## src/rtl/mem_port_arbiter.sv

```systemverilog
// -----------------------------------------------------------------------------
// mem_port_arbiter
//
// Shares one unified memory port between the fetch stage (IF, instruction
// requester) and the memory stage (DM, data requester). One transaction is in
// flight at a time: IDLE arbitrates and latches, ISSUE presents the request to
// memory, RESP waits for the memory response and forwards it to the owner.
//
// Data requests normally win. A burst counter forces a fetch grant after
// MAX_DATA_BURST consecutive contested data grants. A fetch flush while IF
// owns the port marks the response stale; it is consumed from memory but
// never strobed to the fetch stage.
//
// Handshake: a request transfers in a cycle where *_req_valid and
// *_req_ready are both high (requester side), or where mem_req_valid and
// mem_req_ready are both high (memory side). Responses are single-cycle
// strobes with no back-pressure.
//
// Ports:
//   clk, rst           clock; asynchronous active-low reset
//   if_req_*           fetch request (valid/addr in, ready out)
//   if_flush           discard the outstanding fetch response
//   if_rsp_valid/data  fetch response strobe and instruction word
//   dm_req_*           data request (valid/addr/we/be/wdata in, ready out)
//   dm_rsp_valid/data  data response strobe; load data, 0 for stores
//   mem_req_*          latched request to memory (ready in)
//   mem_rsp_valid/data memory response strobe and read data
//   state_dbg          current FSM state (0 IDLE, 1 ISSUE, 2 RESP)
// -----------------------------------------------------------------------------
module mem_port_arbiter #(
   parameter int ADDR_W         = 32,
   parameter int DATA_W         = 32,
   parameter int MAX_DATA_BURST = 4
) (
   input  logic                clk,
   input  logic                rst,

   input  logic                if_req_valid,
   input  logic [ADDR_W-1:0]   if_req_addr,
   output logic                if_req_ready,
   input  logic                if_flush,
   output logic                if_rsp_valid,
   output logic [DATA_W-1:0]   if_rsp_data,

   input  logic                dm_req_valid,
   input  logic [ADDR_W-1:0]   dm_req_addr,
   input  logic                dm_req_we,
   input  logic [DATA_W/8-1:0] dm_req_be,
   input  logic [DATA_W-1:0]   dm_req_wdata,
   output logic                dm_req_ready,
   output logic                dm_rsp_valid,
   output logic [DATA_W-1:0]   dm_rsp_data,

   output logic                mem_req_valid,
   output logic [ADDR_W-1:0]   mem_req_addr,
   output logic                mem_req_we,
   output logic [DATA_W/8-1:0] mem_req_be,
   output logic [DATA_W-1:0]   mem_req_wdata,
   input  logic                mem_req_ready,
   input  logic                mem_rsp_valid,
   input  logic [DATA_W-1:0]   mem_rsp_data,

   output logic [1:0]          state_dbg
);

   localparam int BC_W = $clog2(MAX_DATA_BURST + 1);
   localparam logic [BC_W-1:0] BURST_MAX = BC_W'(MAX_DATA_BURST);

   typedef enum logic [1:0] {
      S_IDLE  = 2'd0,
      S_ISSUE = 2'd1,
      S_RESP  = 2'd2
   } state_t;

   state_t          state;
   logic [BC_W-1:0] burst_cnt;
   logic            owner_if;
   logic            drop;
   logic            burst_full;
   logic            grant_if;
   logic            grant_dm;

   assign burst_full = (burst_cnt == BURST_MAX);

   // Grants are combinational so a requester is accepted in the same cycle
   // it is seen in IDLE. Gating with rst keeps both readys low during reset.
   always_comb begin
      grant_if = 1'b0;
      grant_dm = 1'b0;
      if (rst && (state == S_IDLE)) begin
         if (dm_req_valid && (!if_req_valid || !burst_full)) begin
            grant_dm = 1'b1;
         end else if (if_req_valid) begin
            grant_if = 1'b1;
         end
      end
   end

   assign if_req_ready = grant_if;
   assign dm_req_ready = grant_dm;
   assign state_dbg    = state;

   always_ff @(posedge clk or negedge rst) begin
      if (!rst) begin
         state         <= S_IDLE;
         burst_cnt     <= '0;
         owner_if      <= 1'b0;
         drop          <= 1'b0;
         if_rsp_valid  <= 1'b0;
         if_rsp_data   <= '0;
         dm_rsp_valid  <= 1'b0;
         dm_rsp_data   <= '0;
         mem_req_valid <= 1'b0;
         mem_req_addr  <= '0;
         mem_req_we    <= 1'b0;
         mem_req_be    <= '0;
         mem_req_wdata <= '0;
      end else begin
         // Response strobes are single-cycle pulses.
         if_rsp_valid <= 1'b0;
         dm_rsp_valid <= 1'b0;

         case (state)
            S_IDLE: begin
               if (grant_dm) begin
                  mem_req_addr  <= dm_req_addr;
                  mem_req_we    <= dm_req_we;
                  mem_req_be    <= dm_req_be;
                  mem_req_wdata <= dm_req_wdata;
                  owner_if      <= 1'b0;
                  drop          <= 1'b0;
                  mem_req_valid <= 1'b1;
                  state         <= S_ISSUE;
                  // Only data grants that beat a waiting fetch count toward
                  // the burst limit.
                  if (if_req_valid) begin
                     if (!burst_full) begin
                        burst_cnt <= burst_cnt + BC_W'(1);
                     end
                  end else begin
                     burst_cnt <= '0;
                  end
               end else if (grant_if) begin
                  mem_req_addr  <= if_req_addr;
                  mem_req_we    <= 1'b0;
                  mem_req_be    <= '0;
                  mem_req_wdata <= '0;
                  owner_if      <= 1'b1;
                  // A flush coinciding with the grant still issues the fetch
                  // but marks its response stale.
                  drop          <= if_flush;
                  mem_req_valid <= 1'b1;
                  state         <= S_ISSUE;
                  burst_cnt     <= '0;
               end else if (!if_req_valid) begin
                  burst_cnt <= '0;
               end
            end

            S_ISSUE: begin
               if (owner_if && if_flush) begin
                  drop <= 1'b1;
               end
               if (mem_req_ready) begin
                  mem_req_valid <= 1'b0;
                  state         <= S_RESP;
               end
            end

            S_RESP: begin
               if (owner_if && if_flush) begin
                  drop <= 1'b1;
               end
               if (mem_rsp_valid) begin
                  state <= S_IDLE;
                  drop  <= 1'b0;
                  if (owner_if) begin
                     // A flush on the response edge itself also suppresses it.
                     if (!drop && !if_flush) begin
                        if_rsp_valid <= 1'b1;
                        if_rsp_data  <= mem_rsp_data;
                     end
                  end else begin
                     dm_rsp_valid <= 1'b1;
                     dm_rsp_data  <= mem_req_we ? '0 : mem_rsp_data;
                  end
               end
            end

            default: begin
               state <= S_IDLE;
            end
         endcase
      end
   end

endmodule

```

## config.mk

```make
export PLATFORM = sky130hd
export DESIGN_NAME = mem_port_arbiter
export DESIGN_NICKNAME = d
export VERILOG_FILES = /design/src/rtl/mem_port_arbiter.sv
export SDC_FILE = /design/constraint.sdc
export NUM_CORES = 1
export LEC_CHECK = 0
export CAP_MARGIN = 20
export CELL_PAD_IN_SITES_DETAIL_PLACEMENT = 0
export CELL_PAD_IN_SITES_GLOBAL_PLACEMENT = 1
export CORE_AREA = 2 2 113 196
export DETAILED_ROUTE_END_ITERATION = 7
export DIE_AREA = 0 0 115 198
export PLACE_DENSITY = 0.75
export SETUP_SLACK_MARGIN = 0.5
export SKIP_LAST_GASP = 1
export SLEW_MARGIN = 10
export SYNTH_ARGS = -nofsm -noshare
export SYNTH_HDL_FRONTEND = slang
export SYNTH_SLANG_ARGS = --single-unit
```

## constraint.sdc

```tcl
create_clock -name clk -period 1.8 [get_ports clk]
set_clock_uncertainty 0.2 [all_clocks]
set_input_delay 0.36 -clock clk [delete_from_list [all_inputs] [get_ports clk]]
set_output_delay 0.36 -clock clk [all_outputs]
set_load 0.03 [all_outputs]
```

After elaboration in Yosys (flattened, before gate mapping)
Index checks and enable logic that the tools add are counted.
{"block": "totals", "ff_bits": 143, "input_bits": 140, "elab_cells": 84}
{"block": "op_classes", "add_sub_neg": 1, "eq_ne": 8, "n_mux": 41, "bitwise": 1, "reduce_logical": 20}
{"operator": "2-to-1 mux 32 bit", "count": 5}
{"operator": "2-to-1 mux 1 bit", "count": 22}
{"operator": "2-to-1 mux 3 bit", "count": 5}
{"operator": "AND reduction 3 bit", "count": 4}
{"operator": "2-to-1 mux 2 bit", "count": 4}
{"operator": "2-to-1 mux 4 bit", "count": 2}
{"operator": "inequality test 3 bit, second input constant", "count": 2}
{"operator": "case mux 2 bit (3 select lines)", "count": 1}
{"operator": "logical AND 1 bit", "count": 4}
{"operator": "zero test 1 bit", "count": 4}
{"operator": "inequality test 2 bit, second input constant", "count": 2}
{"operator": "AND reduction 2 bit", "count": 2}
{"operator": "AND reduction 4 bit", "count": 1}
{"operator": "nonzero test 2 bit", "count": 2}
{"operator": "adder 3 x 1 -> 3 bit, second input constant", "count": 1}
{"operator": "== test 3 bit, second input constant", "count": 1}
{"operator": "inequality test 3 x 1 -> 1 bit, second input constant", "count": 1}
{"operator": "case mux 1 bit (3 select lines)", "count": 1}
{"operator": "nonzero test 3 bit", "count": 1}
{"operator": "== test 2 x 1 -> 1 bit, second input constant", "count": 1}
{"operator": "== test 2 bit, second input constant", "count": 1}
{"operator": "zero test 2 bit", "count": 1}
{"operator": "case mux 1 bit (2 select lines)", "count": 1}
{"operator": "logical OR 1 bit", "count": 1}
{"operator": "inverter 1 bit", "count": 1}

Longest topological paths before layout
{"block": "depth", "ltp_word": 9, "mapped_depth": 9, "ltp_nobuf": 6}

Worst setup path before layout
OpenSTA, ideal clock, no wires.
{"block": "synth_timing", "path_type": "reg-to-output", "from": "register state[0], in the netlist state_dbg[0]", "to": "output dm_req_ready", "t_arrival_ns": 1.616, "required_ns": 1.240, "path_slack_ns": -0.376, "path_stages_with_launch": 8, "path_buffers": 3, "cell_sequence": "dfrtp_1 inv_1 ha_1 buf_2 nand3_1 a31oi_2 buf_4 buf_4"}
{"block": "synth_between", "elab_chain_cells": 3}
{"item": "from (decl)", "line_no": "75", "text": "state_t state;"}
{"item": "from (signal assigned)", "line_no": "105", "text": "state <= S_IDLE;"}
{"item": "from (signal assigned)", "line_no": "133", "text": "state <= S_ISSUE;"}
{"item": "from (signal assigned)", "line_no": "153", "text": "state <= S_ISSUE;"}
{"item": "zero test 2 bit", "line_no": "90", "text": "if (rst && (state == S_IDLE)) begin"}
{"item": "logical AND 1 bit", "line_no": "90"}
{"item": "2-to-1 mux 1 bit", "line_no": "90"}
{"item": "to (decl)", "line_no": "50", "text": "output logic dm_req_ready,"}
No other way between the ends.

Worst setup path after layout
{"block": "layout_timing", "from": "register state[0], in the netlist state_dbg[0]", "to": "output if_req_ready"}
{"block": "layout_between", "elab_chain_cells": 3}
{"item": "zero test 2 bit", "line_no": "90"}
{"item": "logical AND 1 bit", "line_no": "90"}
{"item": "2-to-1 mux 1 bit", "line_no": "90"}
{"item": "to (decl)", "line_no": "40", "text": "output logic if_req_ready,"}
No other way between the ends.

==> metrics.txt <==
min setup slack post-route=-0.349 ns; gr usage total=17.2%; Critical Path RT=1.24 ns; top cells by area, synth=dfrtp_1, mux2_2, a22o_1, nand2_1, o21ai_0; register bit count reported by yosys=143; Core Util, Final=55.0%; RSZ-0062 raised after global routing=yes; final instance area=11700 µm²; unique cell type count in the Yosys netlist=30; P per Cell Area=1830 nW/µm²; layout cells sized above 1=44.3%; Worst Tran Pin Value=0.455 ns; Syn Nets=632; die width=115 µm; via count=5310; vias in the first global route=5178; fin crit period=2.15 ns; Reg power frac=27.0%; DRT iter0 DRCs=183; setup TNS=-22.50 ns; Area after DPL=9340 µm²; Leak Pwr=5.62 nW; CORE AREA=21300 µm²; CTS buffer count=17; sw frac=38.4%; root buf cell=clkbuf_16; Slew Viols, Final=0; final antenna diode count=0; Rel. slew slack=69.7%; Post-Synthesis Cell Area=5820 µm²; clock slew at reported path FFs=0.06 ns; antenna-violating nets left=0; most common cell after layout, fill and taps aside=buf_6; GP Congestion=0.761; kind of cell adding the most delay to the critical path=flip-flops; Yosys top cell area share=61.4%; detailed placer's ending HPWL=12.8 mm; largest net degree at the start of global routing=122; Final Routed Wirelength=22.3 mm; hold path depth=4; Levels on crit path=5; Ys Warns=0; worst hold slack=0.177 ns; Top Ports=280; Max clock buf depth=2; die span in y=198 µm; CP Capture Type=output pin; Yosys top cell by area=dfrtp_1; antenna violations before repair=0; synthesized instance count=485; DRC Markers=0; GR Overflow Total=0; H-tree depth=4; Core Rows=71; Routed WL per cell=19.1 µm; Skew-Pair Late Insertion Delay=0.43 ns; Initial Util=27.3%; max-cap violations=0; Syn Area/Cell=12.0 µm²; violated checks=setup timing; Logic pwr share=55.6%; Worst Hold Class=in -> reg; Setup violations, final=107; CP Max Fanout=3; area added between synthesis and finish=101%; Crit-path slowest cell=dfrtp_2; router iterations before antenna repair=4; arrival time at the worst endpoint=1.59 ns; critical path's largest stage delay=0.42 ns; Startpoint Class=register; filler cell count=1795; die area=22800 µm²; Clock Power Share=17.5%; Max Fclk=0.465 GHz; Final period util=119%; Int Pwr=0.0132 W; vias per inst=4.56; I/O Buffers=279; sequential cell area fraction in the yosys report=61.4%; WP buf/inv=2; clock sinks=143; most frequent cells in the layout=buf_6, dfrtp_1, clkdlybuf4s50_1; fin nets=1044; Crit Path Category=reg -> out; status=complete, but fails checks; peak supply drop=0.899 mV; first-pass GRT wire length=29.4 mm; CTS tree=done; Net Switching=0.00821 W; worst reg2reg path depth=9; CP cell instances=inv_4, ha_4, nand3_2, a21oi_4, buf_6; Fin. Hold Viols=0
## worst paths after layout
| path | from | to | slack (ns) |
|---|---|---|---|
| max in group asynchronous | rst | state_dbg[1] | 0.85 |
| worst min-delay path | rst | burst_cnt[0] | 0.18 |
| worst max-delay path | state_dbg[0] | if_req_ready | -0.35 |
| worst min register to register | dm_rsp_data[6] | dm_rsp_data[6] | 0.29 |
| worst max register to register | state_dbg[0] | if_rsp_data[15] | -0.31 |
| min in group asynchronous | rst | dm_rsp_data[24] | 0.28 |
## final cells by class
type	instances	area [µm²]	area share, %
sequential	143	3580	30.5
timing repair buffer	423	4710	40.1
clock buffer	27	513	4.37
multi-input combinational	303	2470	21.1
inverter	9	36.3	0.309
clock inverter	5	100	0.853
tap	255	319	2.72
## flip-flops by register name, indices dropped and copies added, names as in the netlist
register / flops
dm_rsp_data: 32
dm_rsp_valid: 1
if_rsp_valid: 1
if_rsp_data: 32
mem_req_addr: 32
mem_req_wdata: 32
mem_req_valid: 1
mem_req_we: 1
burst_cnt: 3
mem_req_be: 4
owner_if: 1
state_dbg: 2
drop: 1
## synth_stat cells (all sizes together)
cell type	number
dfrtp	143
nand2	79
o21ai	57
a22o	37
mux2	33
nand2b	32
mux2i	23
buf	19
clkbuf	13
a22oi	10
inv	9
ha	7
a21oi	6
nand3	4
o22ai	2
o2bb2ai	2
a21boi	1
a31oi	1
a32o	1
and3	1
nand3b	1
nor2b	1
nor3	1
nor4	1
o211ai	1
## power groups by stage
stage,logic [W],registers (W),clock network (W)
2_1_floorplan,0.00253,0.00833,0
3_3_place_gp,0.00952,0.00553,0
3_5_place_dp,0.00961,0.00552,0
4_1_cts,0.0106,0.00576,0.00383
5_1_grt,0.0126,0.00594,0.00396
6_report,0.0119,0.00577,0.00374
## kinds of logic (layout without fill, tap and decap cells)
group | Yosys count | count (layout) | share of synthesized area (%)
AO/OA/AOI/OAI | 118 | 118 | 13.4
adder cells (fa/ha/maj) | 7 | 7 | 1.50
buffers and inverters | 41 | 464 | 3.54
flip-flops | 143 | 143 | 61.4
multiplexers | 56 | 56 | 10.3
AND/OR/NAND/NOR | 120 | 122 | 9.75
## tightest hold or removal path: stages
cell      delay [ns]
buf_6           0.12
inv_1           0.09
a21boi_4        0.07
mux2i_1         0.11
## metrics by stage
step                      setup slack, ns  cells  total power [W]
after detailed placement           -0.388   1023           0.0151
after CTS                          -0.375   1100           0.0202
after floorplan                    -0.156    485           0.0109
after global routing               -0.419   1165           0.0225
after global placement             -0.346   1023           0.0151
final                              -0.349   1165           0.0214
## per-layer routing
layer / vias up / routed length [µm] / global-route usage [%]
met1: 2565 / 8160 / 19.4
met4: 0 / 439 / 6.87
met2: 190 / 12500 / 30.1
li1: 2530 / - / -
met5: - / 0 / 0
met3: 25 / 1210 / 5.05
## repair_timing
| item | 4_1_cts | 5_1_grt |
|---|---|---|
| hold buffers | 1 | 0 |
| endpoints found under the hold margin | 143 | 0 |
| pin swaps | 3 | 35 |
| gates resized for setup | 963 | 104 |
| setup endpoints to repair | 283 | 404 |
| gates cloned | 4 | 28 |
| buffers inserted | 40 | 37 |
Note: power is estimated with default switching activity, not from simulation.
